[src/rtl/inst_fetch_queue.sv]
// IF->ID instruction FIFO of {PC, instr}; show-ahead head, entries visible 1 cycle after push.
// Backpressure: ReadyF drops when full (push dropped); empty head reads as a zero NOP bubble.
module inst_fetch_queue #(
  parameter int DATA_W = 32,
  parameter int ADDR_W = 32,
  parameter int DEPTH  = 4,
  parameter int CNT_W  = $clog2(DEPTH) + 1
) (
  input  logic              CLK,
  input  logic              RST,
  input  logic              FlushQ,
  input  logic              PushF,
  input  logic [DATA_W-1:0] InstrF,
  input  logic [ADDR_W-1:0] PCF,
  output logic              ReadyF,
  input  logic              PopD,
  output logic              ValidD,
  output logic [DATA_W-1:0] InstrD,
  output logic [ADDR_W-1:0] PCD,
  output logic [ADDR_W-1:0] PCPlus4D,
  output logic [CNT_W-1:0]  Count,
  output logic              AlmostFull
);

  localparam int               PTR_W     = $clog2(DEPTH);
  localparam logic [CNT_W-1:0] FULL_CNT  = CNT_W'(DEPTH);
  localparam logic [CNT_W-1:0] AFULL_CNT = CNT_W'(DEPTH - 1);

  logic [DATA_W-1:0] r_instr [DEPTH];
  logic [ADDR_W-1:0] r_pc    [DEPTH];
  logic [PTR_W-1:0]  r_wr_ptr;
  logic [PTR_W-1:0]  r_rd_ptr;
  logic [CNT_W-1:0]  r_count;

  logic              w_push_ok;
  logic              w_pop_ok;
  logic [DATA_W-1:0] w_head_instr;
  logic [ADDR_W-1:0] w_head_pc;

  assign ValidD     = (r_count != '0);
  assign ReadyF     = (r_count != FULL_CNT);
  assign Count      = r_count;
  assign AlmostFull = (r_count >= AFULL_CNT);

  // A flush in the same cycle wins over any push or pop request.
  assign w_push_ok = PushF & ReadyF & ~FlushQ;
  assign w_pop_ok  = PopD  & ValidD & ~FlushQ;

  assign w_head_instr = r_instr[r_rd_ptr];
  assign w_head_pc    = r_pc[r_rd_ptr];

  // Gate the head so an empty queue presents exact zeros rather than stale data.
  assign InstrD   = ValidD ? w_head_instr : '0;
  assign PCD      = ValidD ? w_head_pc : '0;
  assign PCPlus4D = ValidD ? (w_head_pc + ADDR_W'(4)) : '0;

  always_ff @(posedge CLK) begin
    if (w_push_ok && !RST) begin
      r_instr[r_wr_ptr] <= InstrF;
      r_pc[r_wr_ptr]    <= PCF;
    end
  end

  always_ff @(posedge CLK) begin
    if (RST || FlushQ) begin
      r_wr_ptr <= '0;
      r_rd_ptr <= '0;
      r_count  <= '0;
    end else begin
      if (w_push_ok) begin
        r_wr_ptr <= r_wr_ptr + PTR_W'(1);
      end
      if (w_pop_ok) begin
        r_rd_ptr <= r_rd_ptr + PTR_W'(1);
      end
      case ({w_push_ok, w_pop_ok})
        2'b10:   r_count <= r_count + CNT_W'(1);
        2'b01:   r_count <= r_count - CNT_W'(1);
        default: r_count <= r_count;
      endcase
    end
  end

endmodule

[config.mk]
export PLATFORM = sky130hd
export DESIGN_NAME = inst_fetch_queue
export DESIGN_NICKNAME = d
export VERILOG_FILES = /design/src/rtl/inst_fetch_queue.sv
export SDC_FILE = /design/constraint.sdc
export NUM_CORES = 1
export LEC_CHECK = 0
export CELL_PAD_IN_SITES_DETAIL_PLACEMENT = 0
export CELL_PAD_IN_SITES_GLOBAL_PLACEMENT = 1
export CORE_ASPECT_RATIO = 1.75
export CORE_MARGIN = 2
export CORE_UTILIZATION = 46
export CTS_CLUSTER_SIZE = 16
export DETAILED_ROUTE_END_ITERATION = 7
export PLACE_DENSITY_LB_ADDON = 0.1
export SLEW_MARGIN = 20
export SYNTH_ARGS = -nofsm -noshare
export SYNTH_HDL_FRONTEND = slang
export SYNTH_SLANG_ARGS = --single-unit
export TNS_END_PERCENT = 5
[constraint.sdc]
create_clock -name CLK -period 4.7 [get_ports CLK]
set_input_delay 1.175 -clock CLK [delete_from_list [all_inputs] [get_ports CLK]]
set_output_delay 1.175 -clock CLK [all_outputs]
set_load 0.02 [all_outputs]
==> results of run 1 <==
## cells by family (layout without fill, tap and decap cells)
logic type | Yosys count | count (layout) | synth area share [%]
AOI/OAI and AO/OA | 21 | 21 | 1.007
xor gates and xnor gates | 16 | 16 | 1.281
adders and majority gates | 7 | 7 | 0.8694
buffers and inverters | 38 | 247 | 1.807
DFF | 265 | 265 | 71.93
muxes | 73 | 73 | 14.45
other | 0 | 1 | 0
and+or+nand+nor | 169 | 170 | 8.659
## critical path: stages (launching register included)
cell and delay [ns]:
dfxtp_4 0.39, buf_12 0.14, mux4_1 0.47, nand3_4 0.14, or4b_4 0.60, nor4_1 0.34, mux2_2 0.38, clkdlybuf4s50_1 0.53
## metrics by stage
stage | power [uW] | instance area [um^2] | utilization (%) | hold WS [ns]
finish | 4652 | 13950 | 59.77 | 0.5179
global route | 4815 | 13950 | 59.77 | 0.5324
CTS | 4706 | 13910 | 59.60 | 0.5155
detailed placement | 2952 | 13060 | 55.99 | 0.5024
global placement | 2945 | 13060 | 55.99 | 0.4931
floorplan | 2789 | 10940 | - | 0.4692
## power groups by stage
stage / registers, uW / clock network [uW] / logic [uW]
2_1_floorplan: 2670 / 0 / 116
3_3_place_gp: 2670 / 0 / 275
3_5_place_dp: 2670 / 0 / 280
4_1_cts: 2620 / 1800 / 284
5_1_grt: 2620 / 1890 / 301
6_report: 2620 / 1750 / 282
## layout make-up
| cell class | instances | area share, % |
|---|---|---|
| Clock inverter | 14 | 0.6639 |
| Sequential cell | 265 | 56.47 |
| Inverter | 9 | 0.2422 |
| Tap cell | 304 | 2.727 |
| Antenna cell | 1 | 0.01794 |
| Timing Repair Buffer | 197 | 14.62 |
| Multi-Input combinational cell | 287 | 20.96 |
| Clock buffer | 27 | 4.306 |
## final timing paths
| kind | from | slack (ns) | to | cells past startpoint |
|---|---|---|---|---|
| worst max-delay path | flop | 0.03 | PCPlus4D[23] | 7 |
| worst min-delay path | r_wr_ptr[1]$_SDFFE_PP0P_ | 0.52 | r_wr_ptr[1]$_SDFFE_PP0P_ | 2 |
| worst max register to register | Count[2]$_SDFFE_PP0P_ | 2.08 | Count[2]$_SDFFE_PP0P_ | 9 |
| worst min register to register | r_wr_ptr[1]$_SDFFE_PP0P_ | 0.52 | r_wr_ptr[1]$_SDFFE_PP0P_ | 2 |
## synth_stat cells, drive strengths merged, types with 11 or more instances
cell type / n
edfxtp: 256
and2: 68
mux4: 64
nor2: 32
clkbuf: 16
nand2: 15
buf: 13
nand3: 12
a21oi: 11
## flip-flops by register name, summed over array words and instances (netlist names), named ones only
name,count
r_instr,128
r_rd_ptr,2
r_wr_ptr,2
Count,3
r_pc,128
## repair_timing
item,CTS,global route
pin swaps,0,1
gates cloned,0,1
gates resized for setup,6,14
endpoints found under the setup margin,17,14
setup buffers,9,0
## layer usage
layer / up-vias / part of all wire, % / GRT usage [%]
li1: 2718 / - / -
met1: 2993 / 36 / 21.76
met2: 167 / 56 / 36.68
met3: 40 / 4.6 / 3.235
met4: 0 / 2.8 / 7.338
met5: - / 0 / 0
==> results.ini, run 1 <==
[critical_path]
worstPathRequired_ns=3.52
criticalPathCategory=reg2out
critPathLaunchType=flop
worst-path-max-fanout=7
endpoint_kind=output port
critPathArrivalTime_ns=3.49

[final_layout]
layout_commonest_cell=edfxtp_1
drive_gt1_share_pct=18.90
instances_no_fill=1104
multi_input_area_um2=2923
final.fill_count=1791
seq_area_um2=7875
final_nets=859
area_growth_pct=27.50
layout_common_cells=edfxtp_1 (256), clkdlybuf4s50_1 (164), and2_1 (64)

[power]
power_density_nw_per_um2=333.6
power_switching_uw=933.6
p_int_uw=3718
pwr-share-seq_pct=56.3
combinationalPowerShare_pct=6.1
peakVddDrop_v=0.0003162
p_leak_uw=0.004499
swShare_pct=20.07
clkPwrFrac_pct=37.6

[routing]
avgRoutedWirePerCell_um=22.03
initialDrtViolationCount=307
avgViaCountPerCell=5.361
drc=0
drtPass1Iterations=4
vias=5918
ant_nets=0
finalWirelength_um=24320

[yosys]
yosys-top-cells-area=edfxtp_1 (70%), mux4_2 (11%), and2_1 (3.9%)
ys_warn_count=0
syn_area_um2=10940
ys.flop_type=edfxtp_1
syn_inst=589
yosysSeqAreaShare_pct=71.93
synth_edf_count=256
syn-num-nets=665
synth-async-reset-ratio_pct=0
syn_area_per_cell_um2=18.57
yosys.area.top_type_share_pct=70.28
synth_area_leader_cell=edfxtp_1
synth_cell_types=35
ys_seq_elements=265

[timing]
slew_viol_final=0
fmax_mhz=214.2
hold_viol_final=0
grt_setup_unrepaired=true
setup-tns-final_ns=0
finalCriticalPeriod_ns=4.668
layout_setup_ws_ns=0.03197
finalSetupViolCount=0
finalCritPeriodShare_pct=99.32
worst_pin_slew_ns=0.8229
clock_skew_ns=0.01401
relSlewSlack_pct=45.06

[cts]
clockBufferDepth=3
numCtsBuffers=23
cts_hold_buf=0
cts_tree=done
clk_latency_ns=0.52
cts_sinks=265
htree_levels=1
clk_pin_slew_ns=0.07
clockRootBuffer=clkbuf_16

[flow_run]
max_cap_viol_count=0

[place]
placed_cells=1052
pre_cts_slack_ns=0.3390
place_congestion=0.8695
io_buffer_count=170
dpl.hpwl_um=15980

[die]
die-area_um2=25080
start_util_pct=46.88
core-area_um2=23330
io_pins=171
die_h_um=208.0
die_x_um=120.6
rows=74

[status]
status=finished clean

[global_routing]
grt_first_pass_wirelength_um=36930
grt_pass1_vias=6469
antenna_found_initial=1
grt_max_degree=51
grt_util_all_layers_pct=19.54
grt.overflow.total=0

[hold_path]
hold_class=reg2reg

Note: power is estimated with default switching activity, not from simulation.
==> run 2, diff against run 1 <==
clock period = 4.9 ns   (was 4.7 ns; I/O delays follow)
==> results.ini, run 2 (synthesized netlist as in run 1, its figures left out) <==
[status]
status=finished clean

[power]
p_leak_uw=0.004322
peakVddDrop_v=0.0003199
total_power_uw=4500
power_density_nw_per_um2=326.8

[cts]
cts_sinks=265
cts_hold_buf=0
numCtsBuffers=23
clk_pin_slew_ns=0.06
htree_levels=1
clk_latency_ns=0.51
clockRootBuffer=clkbuf_16
cts_tree=done
clockBufferDepth=3

[die]
rows=74
core-area_um2=23330
io_pins=171
die_h_um=208.0
start_util_pct=46.88
die-area_um2=25080
die_x_um=120.6

[timing]
grt_setup_unrepaired=true
worst_pin_slew_ns=0.9731
slew_viol_final=0
finalSetupViolCount=0
fmax_mhz=208.7
clock_skew_ns=0.01020
finalCriticalPeriod_ns=4.792
hold_viol_final=0
finalCritPeriodShare_pct=97.80
relSlewSlack_pct=35.03

[routing]
avgRoutedWirePerCell_um=21.73
finalWirelength_um=23660
drc=0
initialDrtViolationCount=258
vias=5896
ant_nets=0
drtPass1Iterations=4
avgViaCountPerCell=5.414

[critical_path]
endpoint_kind=output port
worstPathRequired_ns=3.67
criticalPathCategory=reg2out
critPathLaunchType=flop
critPathArrivalTime_ns=3.57
worst-path-max-fanout=15

[global_routing]
grt_pass1_vias=6279
grt.overflow.total=0
grt_util_all_layers_pct=18.98
grt_max_degree=64
antenna_found_initial=1
grt_first_pass_wirelength_um=36230

[place]
dpl.hpwl_um=15490
io_buffer_count=170
place_congestion=0.9005

[final_layout]
final_nets=844
layout_common_cells=edfxtp_1 (256), clkdlybuf4s50_1 (169), and2_1 (64)
layout_commonest_cell=edfxtp_1
area_growth_pct=25.90
finalCoreUtilization_pct=59.02
drive_gt1_share_pct=15.96

[hold_path]
hold_class=reg2reg

[flow_run]
max_cap_viol_count=0

[run 2: where the power goes]
group	leakage (uW)	internal [uW]	switching (uW)	total [uW]
Combinational	0.00160	130	135	265
Sequential	0.00239	2510	6.33	2510
Clock	0.000339	971	751	1720
Total	0.00432	3610	893	4500
[run 2: metrics by stage]
stage	worst slack, ns	cells	TNS, ns	hold slack, ns	area (um^2)
2_1_floorplan	1.099	589	0	0.4692	10940
3_3_place_gp	0.5271	1045	0	0.4809	13010
3_5_place_dp	0.4776	1045	0	0.4854	13010
4_1_cts	0.04560	1086	0	0.4940	13750
5_1_grt	-0.008650	1088	-0.01194	0.5156	13770
6_report	0.1079	1089	0	0.4973	13770
[run 2: routing by layer]
| layer | track usage [%] | vias to the layer above | part of all wire, % |
|---|---|---|---|
| met5 | 0 | - | 0 |
| met4 | 6.455 | 0 | 2.4 |
| met3 | 3.125 | 36 | 5.2 |
| met2 | 36.24 | 176 | 57 |
| met1 | 20.86 | 2997 | 35 |
| li1 | - | 2687 | - |
[run 2: final timing paths]
kind	start	end	slack, ns	cells after the start
setup / recovery	flop	PCPlus4D[23]	0.11	7
hold / removal	r_wr_ptr[1]$_SDFFE_PP0P_	r_wr_ptr[1]$_SDFFE_PP0P_	0.50	2
setup reg to reg	Count[0]$_SDFFE_PP0P_	Count[2]$_SDFFE_PP0P_	2.31	9
hold reg to reg	r_wr_ptr[1]$_SDFFE_PP0P_	r_wr_ptr[1]$_SDFFE_PP0P_	0.50	2
[run 2: area by class of cell]
cell class,instances,area (um^2)
Clock buffer,28,594.3
Fill cell,1824,9562
Sequential cell,265,7875
Inverter,9,33.78
Timing Repair Buffer,183,1879
Tap cell,304,380.4
Multi-Input combinational cell,286,2887
Antenna cell,2,5.005
Clock inverter,12,116.4
[run 2: what timing repair did]
action / CTS / global route
setup endpoints to repair: 9 / 14
buffers inserted: 1 / 1
pin swaps: 0 / 1
gates resized for setup: 0 / 5
[run 2: critical path, cell delays in order, from the launching register on]
cell,delay (ns)
dfxtp_4,0.56
buf_16,0.21
mux4_2,0.28
nand2_1,0.10
or4b_4,0.62
nor4_1,0.35
mux2_2,0.38
clkdlybuf4s50_1,0.54
==> run 3, diff against run 2 <==
SLEW_MARGIN = default   (was 20)
TNS_END_PERCENT = 20   (was 5)
==> results.ini, run 3 (synthesized netlist as in run 1, its figures left out) <==
[cts]
numCtsBuffers=23
clk_pin_slew_ns=0.06
cts_sinks=265
cts_tree=done
clockBufferDepth=3
htree_levels=1
clockRootBuffer=clkbuf_16
clk_latency_ns=0.51

[routing]
initialDrtViolationCount=259
finalWirelength_um=23630
vias=5910
avgViaCountPerCell=5.427
avgRoutedWirePerCell_um=21.70
ant_nets=0
drc=0
drtPass1Iterations=4

[final_layout]
final_nets=844
layout_commonest_cell=edfxtp_1
drive_gt1_share_pct=15.96
area_growth_pct=25.88
layout_common_cells=edfxtp_1 (256), clkdlybuf4s50_1 (170), and2_1 (64)
final.fill_count=1823
instances_no_fill=1089

[critical_path]
rr_worst_depth=9
crit_slowest_cell=or4b_4
path_cells=buf_16, mux4_2, nand2_1, or4b_4, nor4_1, mux2_2, clkdlybuf4s50_1
endpoint_kind=output port
r2r_end=Count[2]$_SDFFE_PP0P_
rrSetupSlack_ns=2.32
critPathLaunchType=flop
criticalPathCategory=reg2out
slowest_delay_ns=0.62
r2r_start=Count[0]$_SDFFE_PP0P_
worstPathRequired_ns=3.67
critPathArrivalTime_ns=3.57
worst-path-max-fanout=15

[global_routing]
grt_pass1_vias=6279
grt_util_all_layers_pct=18.98
antenna_found_initial=1
grt.overflow.total=0
grt_max_degree=64
grt_first_pass_wirelength_um=36230

[power]
power_density_nw_per_um2=326.7
p_int_uw=3607
pwr-share-seq_pct=55.9
p_leak_uw=0.004304
combinationalPowerShare_pct=5.9
total_power_uw=4497
swShare_pct=19.80
clkPwrFrac_pct=38.2
peakVddDrop_v=0.0003202
power_switching_uw=890.5

[timing]
grt_setup_unrepaired=true
finalCritPeriodShare_pct=97.91
hold_viol_final=0
worst_pin_slew_ns=0.9792
clock_skew_ns=0.009503
fmax_mhz=208.4
finalSetupViolCount=0
relSlewSlack_pct=34.72
slew_viol_final=0
finalCriticalPeriod_ns=4.798

[hold_path]
holdPathStages=2
hold_class=reg2reg
holdCritStartpoint=r_wr_ptr[1]$_SDFFE_PP0P_
hold_end=r_wr_ptr[1]$_SDFFE_PP0P_

[status]
status=finished clean

[die]
die_h_um=208.0
core-area_um2=23330
die-area_um2=25080
io_pins=171
die_x_um=120.6
rows=74
start_util_pct=46.88

[flow_run]
max_cap_viol_count=0

[place]
io_buffer_count=170
place_congestion=0.9005
dpl.hpwl_um=15490
placed_cells=1045

-- run 3: how the worst max path moves through the flow --
stage,start,to,slack [ns]
3_5_place_dp,flop,PCPlus4D[24],0.48
5_1_grt,flop,PCPlus4D[21],-0.009
2_1_floorplan,FlushQ,r_instr[0][0]$_DFFE_PP_,1.10
3_3_place_gp,flop,PCPlus4D[24],0.53
4_1_cts,flop,PCPlus4D[24],0.05
6_report,flop,PCPlus4D[23],0.10
-- run 3: worst max-delay path: cells and delay by family, from the launching register on --
family	cells	cell delay (ns)
buffers and inverters	2	0.75
AND/OR/NAND/NOR	3	1.07
multiplexers	2	0.66
flip-flops	1	0.56
-- run 3: power groups by stage --
| stage | logic, uW | registers, uW | clock network [uW] |
|---|---|---|---|
| finish | 266 | 2510 | 1720 |
| global placement | 263 | 2560 | 0 |
| CTS | 269 | 2510 | 1770 |
| global route | 285 | 2510 | 1850 |
| floorplan | 112 | 2560 | 0 |
| detailed placement | 267 | 2560 | 0 |
-- run 3: metal layers --
layer / vias up / track usage (%) / share of wire, %
met5: - / 0 / 0
met4: 0 / 6.455 / 2.4
met3: 39 / 3.125 / 5.0
met2: 174 / 36.24 / 57
met1: 3008 / 20.86 / 36
li1: 2689 / - / -
-- run 3: timing repair --
| item | 4_1_cts | 5_1_grt |
|---|---|---|
| hold buffers | 0 | 0 |
| setup endpoints to repair | 9 | 14 |
| pin swaps | 0 | 1 |
| cloned | 0 | 0 |
| setup buffers | 1 | 1 |
| gates resized for setup | 0 | 4 |
-- run 3: area by class of cell --
type | instances | area (um^2) | share of cell area, %
timing repair buffer | 183 | 1877 | 13.63
multi-input combinational | 286 | 2887 | 20.97
inverter | 9 | 33.78 | 0.2454
tap | 304 | 380.4 | 2.763
clock buffer | 28 | 594.3 | 4.317
clock inverter | 12 | 116.4 | 0.8452
antenna | 2 | 5.005 | 0.03635
sequential | 265 | 7875 | 57.20
-- run 3: metrics by stage --
stage / TNS [ns] / setup slack [ns] / hold WS, ns / utilization, % / cell area (um^2)
2_1_floorplan: 0 / 1.099 / 0.4692 / - / 10940
3_3_place_gp: 0 / 0.5271 / 0.4809 / 55.76 / 13010
3_5_place_dp: 0 / 0.4776 / 0.4854 / 55.76 / 13010
4_1_cts: 0 / 0.04560 / 0.4940 / 58.93 / 13750
5_1_grt: -0.01959 / -0.008650 / 0.5156 / 59.00 / 13770
6_report: 0 / 0.1024 / 0.4938 / 59.01 / 13770
==> edit 1, RTL diff (settings of run 2) <==
`DATA_W`: 32 -> 48.
--- a/src/rtl/inst_fetch_queue.sv
+++ b/src/rtl/inst_fetch_queue.sv
@@ -1,7 +1,7 @@
 // IF->ID instruction FIFO of {PC, instr}; show-ahead head, entries visible 1 cycle after push.
 // Backpressure: ReadyF drops when full (push dropped); empty head reads as a zero NOP bubble.
 module inst_fetch_queue #(
-  parameter int DATA_W = 32,
+  parameter int DATA_W = 48,
   parameter int ADDR_W = 32,
   parameter int DEPTH  = 4,
   parameter int CNT_W  = $clog2(DEPTH) + 1
Ports: changed (resized InstrD and InstrF); port bits go from 171 to 203. No check against the original RTL was run, so the function may have changed too.
==> edit 1 against run 2 <==
Wire length grew 24%; area after synthesis is 22% higher; power grew 24%; worst setup slack better by 0.078 ns; cell area is 22% higher; clock skew up 0.0083 ns; register-to-register slack better by 0.02 ns; sequential cell count increased by 64; critical path type unchanged.
==> edit 1: results (changes against run 2) <==
Status: finished, final reports clean (unchanged)
Worst skew pair latency: 0.55 ns (was 0.51 ns)
CP Data Arrival Time: 3.49 ns (was 3.57 ns)
Yosys cell types: 42 (was 35)
Largest net degree at the start of global routing: 44 (was 64)
Switching fraction of total power: 0.202 (was 0.198)
Flop2flop setup slack: 2.33 ns (was 2.31 ns)
Post-DP Area: 15900 sq um (was 13000 sq um)
Met1 Track Usage GR: 0.234 (was 0.209)
Initial detailed-routing violation count: 376 (was 258)
Diode count: 0 (was 2)
Via density: 5.37 (was 5.41)
Crit-path max FO: 12 (was 15)
Synth area leaders: edfxtp_1, mux4_2, and2_1, mux4_1, dfxtp_1 (unchanged)
Sequential-to-total area share from yosys stat: 0.731 (was 0.719)
Count of input and output buffers: 202 (was 170)
Worst slew pin tran: 0.718 ns (was 0.973 ns)
Total routed wirelength: 29300 um (was 23700 um)
Skew final: 0.0185 ns (was 0.0102 ns)
Share of cells above drive strength 1: 0.175 (was 0.160)
Gr usage total: 0.195 (was 0.190)
Met2 Usage GRT: 0.355 (was 0.362)
Vias in the first global route: 7637 (was 6279)
Max VDD drop: 300 uV (was 320 uV)
Layout Nets: 1001 (was 844)
Commonest cells in the netlist: edfxtp_1, and2_1, mux4_2, nor2_1, clkbuf_1 (unchanged)
Routability cong.: 0.855 (was 0.901)
==> edit 1: power groups by stage <==
stage	clock network, W	logic (W)	registers [W]
floorplan	0	0.000130	0.00319
global placement	0	0.000310	0.00318
detailed placement	0	0.000317	0.00318
CTS	0.00221	0.000319	0.00312
global route	0.00232	0.000338	0.00312
finish	0.00216	0.000314	0.00312
==> edit 1: kinds of logic (layout without fill, tap and decap cells) <==
kind of cell	count (synthesis)	after routing	synth area share
flip-flops	329	329	0.731
AND/OR/NAND/NOR	184	184	0.0794
multiplexers	89	89	0.145
buffers and inverters	43	285	0.0189
AO/OA/AOI/OAI	21	21	0.00841
XOR/XNOR	16	16	0.0105
adder cells (fa/ha/maj)	7	7	0.00710
==> edit 1: routing by layer <==
metal | routed length (um) | part of all wire | vias to the layer above
li1 | - | - | 3185
met1 | 11300 | 0.38 | 3588
met2 | 15800 | 0.54 | 205
met3 | 1460 | 0.050 | 46
met4 | 782 | 0.027 | 0
met5 | 0 | 0 | -
==> edit 1: stage by stage <==
step	worst slack, ns	cells	utilization	hold WS (ns)
global route	-0.0163	1309	0.588	0.552
floorplan	0.720	689	-	0.469
detailed placement	0.510	1254	0.555	0.505
finish	0.186	1309	0.588	0.517
CTS	0.0425	1308	0.587	0.513
global placement	0.542	1254	0.555	0.485
==> edit 1: path summary, 6_finish.rpt <==
| path | depth (start not counted) | start | to |
|---|---|---|---|
| setup / recovery | 7 | flop | PCPlus4D[31] |
| hold / removal | 2 | r_wr_ptr[1] | r_wr_ptr[1] |
| setup reg to reg | 9 | Count[0] | Count[2] |
| hold reg to reg | 2 | r_wr_ptr[1] | r_wr_ptr[1] |
==> edit 1: what timing repair did <==
item	CTS	global route
setup endpoints to repair	2	6
gates resized for setup	1	4
setup buffers	1	1
==> edit 1: critical path: stages, from the launching register on <==
cell,delay [ns]
dfxtp_4,0.49
buf_4,0.27
mux4_1,0.41
and3_1,0.19
nand4_1,0.25
nor4_1,0.40
mux2_2,0.38
clkdlybuf4s50_1,0.54
==> edit 1: layout make-up <==
type                            instances  area, sq um
Tap cell                              378          473
Sequential cell                       329         9800
Fill cell                            2128        11800
Multi-Input combinational cell        317         3380
Inverter                                8         30.0
Clock buffer                           37          756
Clock inverter                         16          138
Timing Repair Buffer                  224         2250
==> edit 2, RTL diff (config.mk and constraints of run 2) <==
Without the edit above. Put one more register stage on the output `Count`, without a reset. The value now appears one clock later. The other outputs are not delayed to match.
--- a/src/rtl/inst_fetch_queue.sv
+++ b/src/rtl/inst_fetch_queue.sv
@@ -39,7 +39,9 @@
 
   assign ValidD     = (r_count != '0);
   assign ReadyF     = (r_count != FULL_CNT);
-  assign Count      = r_count;
+  always_ff @(posedge CLK) begin
+    Count <= r_count;
+  end
   assign AlmostFull = (r_count >= AFULL_CNT);
 
   // A flush in the same cycle wins over any push or pop request.
Behaviour: not the same (Yosys sat finds a counterexample within 4 cycles, from zero or initial values).
==> edit 2 against run 2 <==
Sequential cell count rose by 3; die area rose by 0.54%; final cell count rose by 0.37%; highest routed layer unchanged; power rose by 0.77%; cell area rose by 0.81%; wire length rose by 2.0%; worst setup slack got worse by 0.023 ns; critical path depth rose by 1; largest cell class unchanged; core utilization rose by 0.24 points; area after synthesis rose by 0.55%.
==> edit 2: results (changes against run 2) <==
Status: finished, final reports clean (unchanged)
CP endpoint: PCPlus4D[24] (was PCPlus4D[23])
Met3 usage: 0.0348 (was 0.0313)
Final core utilization: 0.593 (was 0.590)
Switching fraction of total power: 0.198 (about the same)
Area occupied by multi-input gates: 2900 sq um (was 2890 sq um)
WL/cell: 22.1 um (was 21.7 um)
Min Tclk post-route: 4.82 ns (was 4.79 ns)
Clock buffers: 26 (was 28)
Final clock-cell share: 0.0507 (was 0.0516)
Post-DP HPWL: 15800 um (was 15500 um)
FF/Latch Area: 7940 sq um (was 7880 sq um)
Non-clk bufs: 190 (was 183)
Crit-path max FO: 7 (was 15)
Post-DP Area: 13100 sq um (was 13000 sq um)
DR vias: 5947 (was 5896)
WL met3: 1330 um (was 1230 um)
Initial detailed-routing violation count: 293 (was 258)
Filler cells: 1739 (was 1824)
Met2 Usage GRT: 0.354 (was 0.362)
Gr usage total: 0.194 (was 0.190)
R2r endpoint: r_count[2] (was Count[2])
Max VDD drop: 316 uV (was 320 uV)
Min Hold Slack: 0.417 ns (was 0.497 ns)
Pre-CTS setup slack: 0.411 ns (was 0.478 ns)
Diode count: 0 (was 2)
Synth area leaders: edfxtp_1, mux4_2, and2_1, mux4_1, dfxtp_1 (unchanged)
Sequential-to-total area share from yosys stat: 0.721 (was 0.719)
Largest net degree at the start of global routing: 55 (was 64)
Cells after synthesis: 592 (was 589)
Clk pwr share: 0.381 (was 0.383)
-- edit 2: cell types whose count changed in the layout (fill, tap and decap cells not counted), moves of 2 or more --
cell | before | now
buf_12 | 4 | 6
buf_4 | 7 | 14
clkbuf_1 | 5 | 2
clkinv_1 | 5 | 3
clkinv_2 | 1 | 3
dfxtp_1 | 7 | 10
diode_2 | 2 | 0
nor4_1 | 4 | 2
nor4_2 | 0 | 2
-- edit 2: kinds of logic (layout without fill, tap and decap cells) --
kind of cell,Yosys count,after routing,synth area share
AND/OR/NAND/NOR,169,169,0.0861
buffers and inverters,38,235,0.0180
adder cells (fa/ha/maj),7,7,0.00865
multiplexers,73,73,0.144
flip-flops,268,268,0.721
AO/OA/AOI/OAI,21,21,0.0100
XOR/XNOR,16,16,0.0127
-- edit 2: timing repair --
action | in CTS | in global routing
resized for setup | 0 | 6
setup buffers | 7 | 0
setup endpoints to repair | 16 | 10
